## src/rtl/melody_sequencer.sv

```systemverilog
// Melody sequencer: steps a 64-entry ROM index at a fixed tempo and renders each
// divider value as a square wave. Define MELODY_GAP_EN to mute the tail of every step.
module melody_sequencer #(
   parameter int unsigned BW          = 16,
   parameter int unsigned STEP_W      = 24,
   parameter int unsigned STEP_CYCLES = 3_000_000,
   parameter int unsigned GAP_CYCLES  = 300_000,
   parameter int unsigned LAST_INDEX  = 63
) (
   input  logic          clk_i,
   input  logic          rst_i,
   input  logic          play_i,
   input  logic          stop_i,
   input  logic          loop_i,
   input  logic [BW-1:0] divider_value_i,
   output logic [5:0]    note_index_o,
   output logic          tone_o,
   output logic          busy_o,
   output logic          done_o
);

   typedef enum logic [1:0] {
      ST_IDLE,
      ST_PLAY,
      ST_DONE
   } state_e;

`ifdef MELODY_GAP_EN
   localparam bit GAP_EN = 1'b1;
`else
   localparam bit GAP_EN = 1'b0;
`endif

   localparam logic [STEP_W-1:0] STEP_LAST = STEP_W'(STEP_CYCLES - 1);
   localparam logic [STEP_W-1:0] GAP_PRE   = STEP_W'(STEP_CYCLES - GAP_CYCLES - 1);
   localparam logic [5:0]        LAST_IDX  = 6'(LAST_INDEX);

   state_e            state_q, state_d;
   logic [5:0]        idx_q, idx_d;
   logic [STEP_W-1:0] step_cnt_q, step_cnt_d;
   logic [BW-1:0]     tone_cnt_q, tone_cnt_d;
   logic              tone_q, tone_d;
   logic              busy_q, busy_d;
   logic              done_q, done_d;

   logic step_end;
   logic gap_next;

   assign step_end = (step_cnt_q == STEP_LAST);
   // Mute is decided one cycle early so the registered tone is already low
   // on the first cycle of the gap window.
   assign gap_next = GAP_EN && (step_cnt_q >= GAP_PRE);

   always_comb begin
      state_d    = state_q;
      idx_d      = idx_q;
      step_cnt_d = step_cnt_q;
      tone_cnt_d = '0;
      tone_d     = 1'b0;
      busy_d     = 1'b0;
      done_d     = 1'b0;

      unique case (state_q)
         ST_IDLE: begin
            if (play_i) begin
               state_d    = ST_PLAY;
               idx_d      = '0;
               step_cnt_d = '0;
               busy_d     = 1'b1;
            end
         end
         ST_PLAY: begin
            busy_d = 1'b1;
            if (step_end) begin
               step_cnt_d = '0;
               if (idx_q < LAST_IDX) begin
                  idx_d = idx_q + 6'd1;
               end else if (loop_i) begin
                  idx_d = '0;
               end else begin
                  state_d = ST_DONE;
                  busy_d  = 1'b0;
                  done_d  = 1'b1;
               end
            end else begin
               step_cnt_d = step_cnt_q + STEP_W'(1);
               if (!gap_next && (divider_value_i != '0)) begin
                  if (tone_cnt_q >= divider_value_i - BW'(1)) begin
                     tone_cnt_d = '0;
                     tone_d     = ~tone_q;
                  end else begin
                     tone_cnt_d = tone_cnt_q + BW'(1);
                     tone_d     = tone_q;
                  end
               end
            end
         end
         ST_DONE: begin
            state_d = ST_IDLE;
            idx_d   = '0;
         end
         default: begin
            state_d = ST_IDLE;
            idx_d   = '0;
         end
      endcase

      if (stop_i) begin
         state_d    = ST_IDLE;
         idx_d      = '0;
         step_cnt_d = '0;
         tone_cnt_d = '0;
         tone_d     = 1'b0;
         busy_d     = 1'b0;
         done_d     = 1'b0;
      end
   end

   always_ff @(posedge clk_i) begin
      if (rst_i) begin
         state_q    <= ST_IDLE;
         idx_q      <= '0;
         step_cnt_q <= '0;
         tone_cnt_q <= '0;
         tone_q     <= 1'b0;
         busy_q     <= 1'b0;
         done_q     <= 1'b0;
      end else begin
         state_q    <= state_d;
         idx_q      <= idx_d;
         step_cnt_q <= step_cnt_d;
         tone_cnt_q <= tone_cnt_d;
         tone_q     <= tone_d;
         busy_q     <= busy_d;
         done_q     <= done_d;
      end
   end

   assign note_index_o = idx_q;
   assign tone_o       = tone_q;
   assign busy_o       = busy_q;
   assign done_o       = done_q;

endmodule

```

## config.mk

```make
export PLATFORM = sky130hd
export DESIGN_NAME = melody_sequencer
export DESIGN_NICKNAME = d
export VERILOG_FILES = /design/src/rtl/melody_sequencer.sv
export SDC_FILE = /design/constraint.sdc
export NUM_CORES = 1
export LEC_CHECK = 0
export BUFFER_PORTS_ARGS = -buffer_cell sky130_fd_sc_hd__buf_4
export CAP_MARGIN = 20
export CELL_PAD_IN_SITES_DETAIL_PLACEMENT = 0
export CELL_PAD_IN_SITES_GLOBAL_PLACEMENT = 2
export CORE_UTILIZATION = 33
export CTS_BUF_LIST = sky130_fd_sc_hd__clkbuf_8
export DETAILED_ROUTE_END_ITERATION = 10
export PLACE_DENSITY_LB_ADDON = 0.1
export SYNTH_ARGS = -nofsm -noshare
export SYNTH_HDL_FRONTEND = slang
export SYNTH_SLANG_ARGS = --single-unit
```

## constraint.sdc

```tcl
create_clock -name clk_i -period 3 [get_ports clk_i]
set_input_delay 0.15 -clock clk_i [delete_from_list [all_inputs] [get_ports clk_i]]
set_output_delay 0.15 -clock clk_i [all_outputs]
set_load 0.1 [all_outputs]
```

==> results summary <==
The synthesized cell area came out at 2960 um^2. The fmax is between 0.3 and 0.4 GHz. Walking the worst path, the cells encountered are buf_4 > inv_1 > ha_1 > or4b_1 > or2b_1 > nor3_1 > xnor2_1 > ha_1 > nand4_1 > nor3_1 > o2111ai_1 > nand3_1 > mux2_2. The residual antenna-violating net count after detailed routing is 0.

The area share of fa/ha/maj cells after synthesis came out at 8.47%. The simple logic cell fraction of the synthesized area is 32.0%. The final count of hold timing violations is 0.

The die is 96.6 um tall. The half-perimeter wire length after placement came out at 5010 um. The fraction of registers with async set/reset came out at 0%.

The number of instances on the worst hold path is 3. The port buffer count is 29. The multi-input logic area came out at 1840 um^2.

The worst setup path is launched from an input pin. In this run the top signal layer used is met4. The number of cells produced by synthesis is 350. STA puts the critical path data arrival time at 2.86 ns. The total met3 wirelength after detailed routing is 120 um. VDD sags by at most roughly 0.17 mV. The net count reported at finish came out at about 430. The fraction of synthesized cell area in xor and xnor cells came out at 14.5%. The combinational family with the most area after synthesis is simple AND/OR/NAND/NOR gates. In the detailed route, the total length drawn on met2 is 3230 um.

The total power is around 1300 uW. The largest single stage delay on the critical path is 0.47 ns. The startpoint identified for the worst hold timing path is loop_i. After synthesis, the netlist uses 42 different library cells. The final critical-path share of the clock period came out at between 80 and 90%. The area added between synthesis and finish came out at 17.1%. Summing all flip-flop and latch instances after layout gives 1020 um^2. The total routing resource utilization after global routing came out at between 10 and 15%. The clock insertion delay at the later pin of the skew report came out at ~0.3 ns. The maximum count of clock buffers along a single path came out at 2. For the final database, setup skew stands at 0.00326 ns. The run finished with clean final reports. The total die area came out at 9340 um^2. The cell with the most instances after synthesis is sky130_fd_sc_hd__dfxtp_1.

The setup path with the least slack is of type input pin to flop. The number of hold buffers added after CTS was 0. The startpoint of the worst-slack reg-to-reg timing path is step_cnt_q[0]$_SDFFE_PP0P_. The first-pass GRT wire length is 11000 um. The biggest fanout along the worst timing path is 4. The slowest stage of the critical path belongs to the cell sky130_fd_sc_hd__or4b_1.

The H-tree depth is 2. At the worst endpoint, the required time is 3.20 ns. Across the run, the number of max-cap violations was 0. Setup repair after global routing left no endpoint under its margin. The width of the die is 96.6 um. The share of the yosys chip area belonging to registers came out at 34.5%.

The synthesized flop and latch total is 51. The via density per instance came out at 5.05. The clock transition at the register clock pins on the worst setup and hold paths after CTS came out at 0.09 ns. TritonCTS built the clock tree.

The final layout contains routed wiring with a total length of between 6000 and 7000 um. The number of clock sinks is 51. The number of endpoints failing setup at the final stage is 0. At the end of routability-driven placement, the weighted congestion stood at 0.747. The worst pin sits at a relative slew slack of 49.6%. Multiplexer cells account for 0.381% of the synthesized area. The type of the worst min-delay path is input pin to flop.

The placeable core area is 8680 um^2. The time the worst path needs with I/O delays and setup is 2.66 ns. The worst setup path is captured at a flop. The worst setup slack for register-to-register paths is 0.79 ns.

Before antenna repair, the detailed router went through 6 iterations. The largest net degree at the start of global routing is 23. The number of filler cells placed in the layout came out at 921. The max-slew violation count is 0. The detailed-route wire length per cell came out at roughly 13 um. After synthesis, the most frequently instantiated cells are sky130_fd_sc_hd__dfxtp_1, sky130_fd_sc_hd__nor2_1, sky130_fd_sc_hd__nor3_1, sky130_fd_sc_hd__nand2_1, sky130_fd_sc_hd__xor2_1.

Across all hold checks on the routed design, the worst slack comes to 0.225 ns. In this run the static leakage power is 0.00130 uW. Summing the areas of all compound-gate instances in the mapped netlist gives between 6 and 7% of the synthesized area. The top-level I/O count came out at 30. The number of warnings reported in the yosys synthesis log is 0. In this run the critical register-to-register path is captured at busy_o$_SDFF_PP0_.

The fraction of layout cells with a size suffix above 1 came out at 14.5%. The initial core utilization is 34.1%. The proportion of netlist area held by the largest area contributor came out at 34.5%. The end point of the most critical hold path is done_o$_SDFF_PP0_. The power density normalized to cell area is 370 nW/um^2. The via total after detailed routing came out at about 2.5k. In the post-synthesis netlist, the biggest area contributors are sky130_fd_sc_hd__dfxtp_1, sky130_fd_sc_hd__xor2_1, sky130_fd_sc_hd__ha_1.

The root buffer cell chosen for the clock tree is sky130_fd_sc_hd__clkbuf_8. In the routed design, unresolved DRC markers number 0. For this block, wires on met1 add up to 3120 um. The critical path buffer and inverter count is 2. The prevailing post-synth register cell is sky130_fd_sc_hd__dfxtp_1. The quantity of gates resized following cts is 0. The cell accounting for the most synthesized area is sky130_fd_sc_hd__dfxtp_1. The via count of the first global-routing pass came out at 2337. The total nets after synthesis came out at just under 400. The number of standard-cell rows in the floorplan came out at 34. Broken down by cell family, the worst path's largest delay share belongs to simple AND/OR/NAND/NOR gates. After global routing the overflow that remains totals 0. The initial antenna violation count was 0. The number of antenna cells inserted is 0.

The number of buffers added by the clock tree synthesis step came out at 5. After clock tree synthesis, the setup repair step added 0 buffers. The starting DRC count in detailed routing is 38. The depth of the worst register-to-register path came out at 6. At the pin with the least slew margin, the transition time is about 0.75 ns. The mean post-synth cell area is roughly 8.4 um^2. The number of flops mapped to enable cells by yosys came out at 0.
==> layer usage <==
metal	vias to the layer above	global-route usage [%]
li1	1330	-
met1	1155	17.3
met2	33	25.7
met3	8	1.95
met4	0	4.48
met5	-	0
==> cells in the final DEF, fill, tap and decap left out, drive strengths merged, types with 12 or more instances in the layout <==
| cell | Yosys | final |
|---|---|---|
| nor2 | 39 | 39 |
| nand4 | 14 | 14 |
| buf | 7 | 43 |
| and3 | 12 | 12 |
| nor3 | 33 | 33 |
| ha | 20 | 20 |
| dfxtp | 51 | 51 |
| xor2 | 29 | 29 |
| nand2 | 31 | 31 |
| xnor2 | 20 | 20 |
| nand3 | 18 | 18 |
==> metrics by stage <==
step / utilization, % / TNS [ns] / setup slack (ns) / instance area [um^2] / instances
2_1_floorplan: - / 0 / 0.123 / 2960 / 350
3_3_place_gp: 38.5 / 0 / 0.0268 / 3340 / 492
3_5_place_dp: 38.5 / -0.00912 / -0.00912 / 3340 / 492
4_1_cts: 39.9 / 0 / 0.318 / 3460 / 500
5_1_grt: 39.9 / 0 / 0.0772 / 3460 / 500
6_report: 39.9 / 0 / 0.341 / 3460 / 500
==> flip-flops by register name (all words and copies together), names as in the netlist <==
signal and count:
step_cnt_q 24, tone_cnt_q 16, note_index_o 6, state_q 2, busy_o 1, done_o 1
tone_o 1
==> final cells by class <==
class,count,share of cell area [%]
Multi-Input combinational cell,283,53.1
Sequential cell,51,29.5
Timing Repair Buffer,43,9.32
Tap cell,108,3.90
Clock buffer,6,2.39
Clock inverter,2,1.01
Inverter,7,0.759
==> worst reg2reg max path, delay by kind of cell, from the launching register on <==
family,cells,cell delay (ns)
DFF,1,0.39
and+or+nand+nor,5,1.52
adders and majority gates,1,0.21
==> logic make-up (layout without fill, tap and decap cells) <==
| family | after synthesis | in the layout |
|---|---|---|
| AO/OA/AOI/OAI | 32 | 32 |
| XOR/XNOR | 49 | 49 |
| adder cells (fa/ha/maj) | 20 | 20 |
| buffers and inverters | 16 | 58 |
| flip-flops | 51 | 51 |
| multiplexers | 1 | 1 |
| AND/OR/NAND/NOR | 181 | 181 |
==> report_power, final <==
group | switching, uW | internal (uW) | leakage, uW
combinational | 54.8 | 47.7 | 0.000825
clock | 228 | 270 | 0.0000612
sequential | 3.04 | 679 | 0.000411
total | 285 | 997 | 0.00130
==> how the worst max path moves through the flow <==
stage	startpoint	end	depth (start not counted)
finish	divider_value_i[0]	tone_o$_SDFFE_PP0P_	13
global route	divider_value_i[0]	tone_o$_SDFFE_PP0P_	13
CTS	divider_value_i[0]	tone_o$_SDFFE_PP0P_	13
detailed placement	divider_value_i[0]	tone_o$_SDFFE_PP0P_	13
global placement	divider_value_i[0]	tone_o$_SDFFE_PP0P_	13
floorplan	divider_value_i[0]	tone_cnt_q[10]$_SDFF_PP0_	13
Power figures use the tool's default switching activity.
